[src/rtl/i2s_tx_sample_feeder.sv]
// Stereo FIFO feeding an I2S transmitter: accepts L/R pairs upstream, presents one pair
// per frame (advanced on the synchronised falling edge of ws), primes before playback.
module i2s_tx_sample_feeder #(
  parameter int WIDTH       = 16,
  parameter int DEPTH       = 16,
  parameter int PRIME_LEVEL = 8,
  parameter int HOLD_LAST   = 0
) (
  input  logic                   mclk,
  input  logic                   rst_n,
  input  logic                   in_valid,
  output logic                   in_ready,
  input  logic [WIDTH-1:0]       in_l,
  input  logic [WIDTH-1:0]       in_r,
  input  logic                   flush,
  input  logic                   ws,
  output logic [WIDTH-1:0]       tx_data_l,
  output logic [WIDTH-1:0]       tx_data_r,
  output logic [$clog2(DEPTH):0] level,
  output logic                   playing,
  output logic                   underrun,
  output logic [15:0]            underrun_cnt
);
  localparam int AW = $clog2(DEPTH);
  localparam int PW = AW + 1;

  typedef enum logic {PRIME = 1'b0, RUN = 1'b1} state_t;

  state_t             state, state_nxt;
  logic [2*WIDTH-1:0] mem [DEPTH];
  logic [PW-1:0]      wr_ptr, rd_ptr;
  logic               empty, full, push, tick;
  logic               ws_q1, ws_q2;
  logic               pop, starve, fill;

  function automatic logic [15:0] sat_inc(input logic [15:0] v);
    return (v == 16'hFFFF) ? v : v + 16'd1;
  endfunction

  function automatic logic [2*WIDTH-1:0] policy_pair(input logic [2*WIDTH-1:0] last);
    return (HOLD_LAST != 0) ? last : '0;
  endfunction

  assign empty    = (wr_ptr == rd_ptr);
  assign full     = (wr_ptr[AW-1:0] == rd_ptr[AW-1:0]) && (wr_ptr[AW] != rd_ptr[AW]);
  assign level    = wr_ptr - rd_ptr;
  assign in_ready = rst_n && !full && !flush;
  assign push     = in_valid && in_ready;
  assign tick     = ws_q2 && !ws_q1;

  // ws synchroniser: a tick is the delayed falling edge, so both latch points see a stable pair
  always_ff @(posedge mclk or negedge rst_n) begin
    if (!rst_n) begin
      ws_q1 <= 1'b0;
      ws_q2 <= 1'b0;
    end else begin
      ws_q1 <= ws;
      ws_q2 <= ws_q1;
    end
  end

  always_ff @(posedge mclk) begin
    if (push) mem[wr_ptr[AW-1:0]] <= {in_l, in_r};
  end

  always_ff @(posedge mclk or negedge rst_n) begin
    if (!rst_n) begin
      wr_ptr <= '0;
      rd_ptr <= '0;
    end else if (flush) begin
      wr_ptr <= '0;
      rd_ptr <= '0;
    end else begin
      if (push) wr_ptr <= wr_ptr + PW'(1);
      if (pop)  rd_ptr <= rd_ptr + PW'(1);
    end
  end

  always_ff @(posedge mclk or negedge rst_n) begin
    if (!rst_n) state <= PRIME;
    else        state <= state_nxt;
  end

  always_comb begin
    state_nxt = state;
    if (flush) begin
      state_nxt = PRIME;
    end else begin
      case (state)
        PRIME:   if (level >= PW'(PRIME_LEVEL)) state_nxt = RUN;
        RUN:     if (tick && empty) state_nxt = PRIME;
        default: state_nxt = PRIME;
      endcase
    end
  end

  always_comb begin
    pop     = 1'b0;
    starve  = 1'b0;
    fill    = 1'b0;
    playing = (state == RUN);
    if (tick && !flush) begin
      if (state == PRIME) fill   = 1'b1;
      else if (empty)     starve = 1'b1;
      else                pop    = 1'b1;
    end
  end

  // flush leaves the presented pair untouched
  always_ff @(posedge mclk or negedge rst_n) begin
    if (!rst_n) begin
      tx_data_l <= '0;
      tx_data_r <= '0;
    end else if (pop) begin
      {tx_data_l, tx_data_r} <= mem[rd_ptr[AW-1:0]];
    end else if (fill || starve) begin
      {tx_data_l, tx_data_r} <= policy_pair({tx_data_l, tx_data_r});
    end
  end

  always_ff @(posedge mclk or negedge rst_n) begin
    if (!rst_n) begin
      underrun     <= 1'b0;
      underrun_cnt <= '0;
    end else if (flush) begin
      underrun     <= 1'b0;
      underrun_cnt <= '0;
    end else begin
      underrun <= starve;
      if (starve) underrun_cnt <= sat_inc(underrun_cnt);
    end
  end

endmodule

[config.mk]
export PLATFORM = sky130hd
export DESIGN_NAME = i2s_tx_sample_feeder
export DESIGN_NICKNAME = d
export VERILOG_FILES = /design/src/rtl/i2s_tx_sample_feeder.sv
export SDC_FILE = /design/constraint.sdc
export NUM_CORES = 1
export LEC_CHECK = 0
export ABC_CLOCK_PERIOD_IN_PS = 7320
export CAP_MARGIN = 20
export CORE_MARGIN = 1.5
export CORE_UTILIZATION = 46
export CTS_BUF_LIST = sky130_fd_sc_hd__clkbuf_16
export CTS_CLUSTER_SIZE = 28
export DETAILED_ROUTE_END_ITERATION = 10
export GPL_ROUTABILITY_DRIVEN = 0
export MAX_ROUTING_LAYER = met4
export PLACE_DENSITY = 0.69
export RECOVER_POWER = 50
export SYNTH_ARGS = -nofsm -noshare
export SYNTH_HDL_FRONTEND = slang
export SYNTH_SLANG_ARGS = --single-unit
[constraint.sdc]
create_clock -name mclk -period 7.32 [get_ports mclk]
set_clock_uncertainty 0.15 [all_clocks]
set_input_delay 1.098 -clock mclk [delete_from_list [all_inputs] [get_ports mclk]]
set_output_delay 1.098 -clock mclk [all_outputs]
set_load 0.01 [all_outputs]
Word-level counts from Yosys, hierarchy flattened
Memory sizes are Yosys's and may differ from the RTL's. Index checks and enable logic that the tools add are counted.

Bits in registers: 62. Bits in latches: 0. Memory bits (writable): 512. Bits in read-only memories: 0. Bits of input ports: 37. Output and inout port bits: 56. Logic and storage cells: 62. Memories: 1.

Memories: mem (depth 16, width 32, rd ports 1, clocked after Yosys merged registers in 0, wr ports 1, RTL line 30) `logic [2*WIDTH-1:0] mem [DEPTH];`.

$add $sub $neg: 4. Multipliers: 0. Div/mod/pow operators: 0. $lt $le $gt $ge: 1. Equality and inequality tests: 5. Shifts and indexed selects: 0. Multiplexer cells: 25. Bitwise gates (word level): 1. Reductions and logical operators: 16.

Operator list (number): $mux 16 (6); $mux 5 (4); $add 16x1->16 const B (1); $eq 16x16->1 const B (1); $mux 1 (14); $add 5x1->5 const B (2); $reduce_bool 2->1 (4); $logic_and 1x1->1 (7); $eq 5x5->1 (1); $ge 5x4->1 const B (1); $sub 5x5->5 (1); $eq 4x4->1 (1); $logic_not 1->1 (3); $ne 2x2->1 const B (1); $pmux 1 s2 (1); $reduce_and 2->1 (1); $logic_or 1x1->1 (1); $ne 1x1->1 (1); $not 1->1 (1).

Longest topological paths before layout
Word-level depth: 8. Mapped depth: 11. Mapped depth without buffers: 8.

Least setup slack after synthesis
OpenSTA, ideal clock, no wires.

Kind: reg2reg. From: register rd_ptr[2]. To: memory mem[3][0] (netlist name), enable pin. Library setup time: 0.461 ns. Arrival time: 4.311 ns. Data required time: 6.709 ns. Setup slack: 2.398 ns. Stages on the path, launching flop included: 10. Path buffers: 3. Period minus slack after synthesis: 4.922 ns. Path through: dfrtp_1 clkinv_1 clkbuf_1 buf_2 ha_1 nand4_4 o2111a_1 buf_2 nand2_1 nor3_1.

Cells in the longest elaborated chain, start to end: 8.

RTL lines: from (decl) (RTL line 31) `logic [PW-1:0] wr_ptr, rd_ptr;`; from (signal assigned) (RTL line 75) `if (pop) rd_ptr <= rd_ptr + PW'(1);`; $eq 4x4->1 (RTL line 45) `assign full = (wr_ptr[AW-1:0] == rd_ptr[AW-1:0]) && (wr_ptr[AW] != rd_ptr[AW]);`; $logic_and 1x1->1 (RTL line 45); $logic_not 1->1 (RTL line 47) `assign in_ready = rst_n && !full && !flush;`; $logic_and 1x1->1 (2 in series) (RTL line 47); $logic_and 1x1->1 (RTL line 48) `assign push = in_valid && in_ready;`; $mux 1 (RTL line 63) `if (push) mem[wr_ptr[AW-1:0]] <= {in_l, in_r};`; $mux 1 (implied by the code) (RTL line 63); to (decl) (RTL line 30).

Every way passes these cells.

Worst setup path after layout
From: register rd_ptr[0]. To: output port level[4].

Cells in the longest elaborated chain, start to end: 1.

RTL lines: $sub 5x5->5 (RTL line 46) `assign level = wr_ptr - rd_ptr;`; to (decl) (RTL line 19) `output logic [$clog2(DEPTH):0] level,`.

Every way passes these cells.

==> metrics list <==
- Result of the run: finished clean
* Setup crit end kind: output pin
- After synthesis the netlist holds a flip-flop and latch count of 574.
* Top flip-flop cell by instance count after synthesis: sky130_fd_sc_hd__edfxtp_1
- Summing internal, switching and leakage power gives 6.57 mW.
- The detailed router finished its first iteration with 920 violations.
- Reg-to-reg setup timing slack: 3180 ps
- Slowest stage cell on the critical path: sky130_fd_sc_hd__dfrtp_4
- Count of port buffers added during placement: 92
- Most numerous cell types in the synthesized netlist: sky130_fd_sc_hd__edfxtp_1, sky130_fd_sc_hd__mux4_2, sky130_fd_sc_hd__mux2i_1
- Measured against its own limit, the worst slew margin works out to 0.270.
- Compared with the post-synthesis result, the final layout area differs by 16.7%.
* Endpoints failing hold: 0
- Largest fanout of any net on the critical path: 43
- Fraction of synthesis flops using an asynchronous set or reset pin: 0.108
* Pwr dens: 254 nW/µm²
* Worst Hold Launch: ws_q1$_DFF_PN0_
- The smallest clock period supported by the final layout is computed as 4680 ps.
- During synthesis, Yosys emitted a total of 0 warnings.
- Hold-critical path depth: 0
- Max Buffers Root-to-Sink: 3
- Core Util, Final: 0.542
- The floorplan step defined a die boundary enclosing 49500 µm².
- After detailed routing, the number of remaining DRC violations is 0.
- IO Count: 93
- Count of antenna-violating nets left after detailed routing: 0
* Type of the worst setup path: register to output pin
- WL per Instance: 24.0 µm
* First-pass GRT wire length: 67.6 mm
- Walking the worst path, the cells encountered are ha_1 > inv_1 > fa_1 > a21o_1 > a21oi_1 > xnor2_1 > clkdlybuf4s50_1.
- Synthesis produced a netlist with a net count of 1095.
- In this run the critical register-to-register path is launched from rd_ptr[0]$_DFFE_PN0P_.
* Most frequent cell after synthesis: sky130_fd_sc_hd__edfxtp_1
* Number of enable flip-flop cells after synthesis: 512
- For this design, the CTS-stage hold fixing added 0 buffers.
- The synthesized netlist contains 49 unique library cells.
- In the global route stage, overall resource usage came out at 0.188.
- Crit start category: register
* Part of the Yosys area used for sequential elements: 0.764
- Final net count: 1217
* TritonCTS clock tree: yes
- Static timing analysis puts the maximum clock frequency at 214 MHz.
- CTS placed an instance of sky130_fd_sc_hd__clkbuf_16 at the clock tree root.
* Top cell type's share of synthesized area: 0.694
* Diode insertion count for antenna repair: 0
- Arrival @ worst endpoint: 3430 ps
- H-tree lvl count: 2
- In this run the vertical extent of the chip is 222 µm.
- CTS clock-pin slew for the worst setup and hold paths: 60 ps
- Summed over all layers, the routed wires come to 43.9 mm.
* Max-slew violation count: 0
* Worst Hold Class: register to register
- RSZ-0062 raised after global routing: false
- WP data required: 6070 ps
- The initial utilization of the core area, before any placement, comes to 0.465.
- Setup violations remaining at the end of the flow were counted as 0.
- Final-layout setup total negative slack: 0 ps
- A synthesized cell averages 21.2 µm².
- In the routed layout, each cell is associated on average with a via count of 5.71.
- Maximum ir drop on the vdd rail: 208 µV
* Num Clock Sinks: 574
- Slack of the critical path: 2640 ps
- Number of instances in the synthesized netlist: 1047
- Detailed routing inserted a total of 10458 vias.
- Number of global-route vias before repair: 11175
- Post-CTS setup buffer count: 0
* Crit Reg-Reg Endpoint: tx_data_l[15]$_DFFE_PN0P_
- Total half-perimeter wirelength after legalization and detailed placement: 25.0 mm
* Antenna violations before repair: 0
* Pre-CTS setup slack: 2550 ps
- Hold timing on the final database bottoms out at a slack of 261 ps.
* Share of cells above drive strength 1: 0.215
- In this run the cell area of the synthesized design comes to 22200 µm².
- Worst reg-to-reg path cell count: 5
- Std cell rows: 80
* Grt ovf: 0
- Latest clock arrival within the worst-skew pair: 610 ps
- The largest single stage delay on the critical path is 950 ps.
- Transition time at the pin with the least slew margin: 1100 ps
- Period utilization: 0.639
- Gates resized during post-CTS repair numbered 0.
- The core region is 47600 µm².
- Die W: 222 µm
* Top post-synthesis cells by area: sky130_fd_sc_hd__edfxtp_1, sky130_fd_sc_hd__mux4_2, sky130_fd_sc_hd__dfrtp_1
- Max-cap violations: 0
- The worst hold path terminates at ws_q2$_DFF_PN0_.
* Clock buffers created by TritonCTS: 57
* Static Leak: 8.73 nW
* Count of TritonRoute iterations in the first routing pass: 5
- Largest net degree at the start of global routing: 75
- sky130_fd_sc_hd__edfxtp_1 takes more of the synthesized area than any other cell.
## registers in the layout, indices dropped and copies added, names as in the netlist
signal        flops
mem             512
wr_ptr            5
ws_q2             1
underrun          1
rd_ptr            5
tx_data_l        16
underrun_cnt     16
tx_data_r        16
playing           1
ws_q1             1
## power breakdown
group | total (mW) | internal (mW) | leakage, nW | switching [mW]
Sequential | 3.60 | 3.59 | 5.46 | 0.0106
Clock | 2.84 | 1.63 | 0.942 | 1.21
Combinational | 0.136 | 0.0480 | 2.33 | 0.0879
## placed cells by master, fill, tap and decap left out, types with 3 or more instances in the layout
master / n
sky130_fd_sc_hd__edfxtp_1: 512
sky130_fd_sc_hd__mux4_2: 128
sky130_fd_sc_hd__mux2i_1: 67
sky130_fd_sc_hd__dfrtp_1: 60
sky130_fd_sc_hd__clkbuf_16: 57
sky130_fd_sc_hd__dlygate4sd3_1: 54
sky130_fd_sc_hd__nand2_1: 51
sky130_fd_sc_hd__clkdlybuf4s50_1: 37
sky130_fd_sc_hd__o221ai_1: 32
sky130_fd_sc_hd__inv_1: 21
sky130_fd_sc_hd__buf_4: 20
sky130_fd_sc_hd__nor2_1: 15
sky130_fd_sc_hd__clkinv_1: 13
sky130_fd_sc_hd__nor2_4: 12
sky130_fd_sc_hd__clkinv_2: 11
sky130_fd_sc_hd__ha_1: 10
sky130_fd_sc_hd__xnor2_1: 8
sky130_fd_sc_hd__a21oi_1: 8
sky130_fd_sc_hd__xor2_1: 8
sky130_fd_sc_hd__nand4_1: 8
sky130_fd_sc_hd__o21ai_0: 8
sky130_fd_sc_hd__bufinv_16: 6
sky130_fd_sc_hd__nor3_2: 4
sky130_fd_sc_hd__nor3_1: 4
sky130_fd_sc_hd__clkinvlp_4: 4
sky130_fd_sc_hd__buf_16: 4
sky130_fd_sc_hd__a21o_1: 3
sky130_fd_sc_hd__or3_1: 3
sky130_fd_sc_hd__nand3_1: 3
sky130_fd_sc_hd__nor4_1: 3
sky130_fd_sc_hd__o31ai_1: 3
## cell type report
| class | count | area [µm²] |
|---|---|---|
| Tap cell | 615 | 769 |
| Clock buffer | 57 | 1430 |
| Sequential cell | 574 | 16900 |
| Timing Repair Buffer | 117 | 1210 |
| Clock inverter | 51 | 418 |
| Inverter | 10 | 40.0 |
| Multi-Input combinational cell | 409 | 5050 |
| Fill cell | 3612 | 21800 |
## worst max-delay path by stage
stage                          start                    end  slack, ps  cells after the start
3_5_place_dp                   flush  mem[11][25]$_DFFE_PP_       2550                      6
4_1_cts        rd_ptr[0]$_DFFE_PN0P_               level[4]       2530                      7
5_1_grt        rd_ptr[0]$_DFFE_PN0P_               level[4]       2430                      7
2_1_floorplan  rd_ptr[2]$_DFFE_PN0P_    mem[3][0]$_DFFE_PP_       2400                      9
3_3_place_gp                   flush    mem[7][0]$_DFFE_PP_       2630                      6
6_report       rd_ptr[0]$_DFFE_PN0P_               level[4]       2640                      7
## per-stage QoR
stage                     instances  area [µm²]
after floorplan                1047       22200
after global placement         1719       23900
after detailed placement       1719       23900
after CTS                      1827       25700
after global routing           1833       25800
final                          1833       25800
## per-layer routing
layer  track usage  wire, µm
met1         0.250     18900
met2         0.302     22000
met3        0.0274      2010
met4        0.0573       960
met5             -         0
## logic make-up after synthesis
group | after synthesis | synth area share
flops | 574 | 0.764
mux | 195 | 0.160
simple gates | 118 | 0.0263
compound gates | 69 | 0.0245
buf+inv | 64 | 0.0121
xor+xnor | 16 | 0.00632
fa+ha+maj | 11 | 0.00655
## critical path: cells and delay by family, from the launching register on
family	cells	cell delay, ps
xor+xnor	1	190
compound gates	2	350
flops	1	950
fa+ha+maj	2	670
buf+inv	2	660
Note: power is estimated with default switching activity, not from simulation.
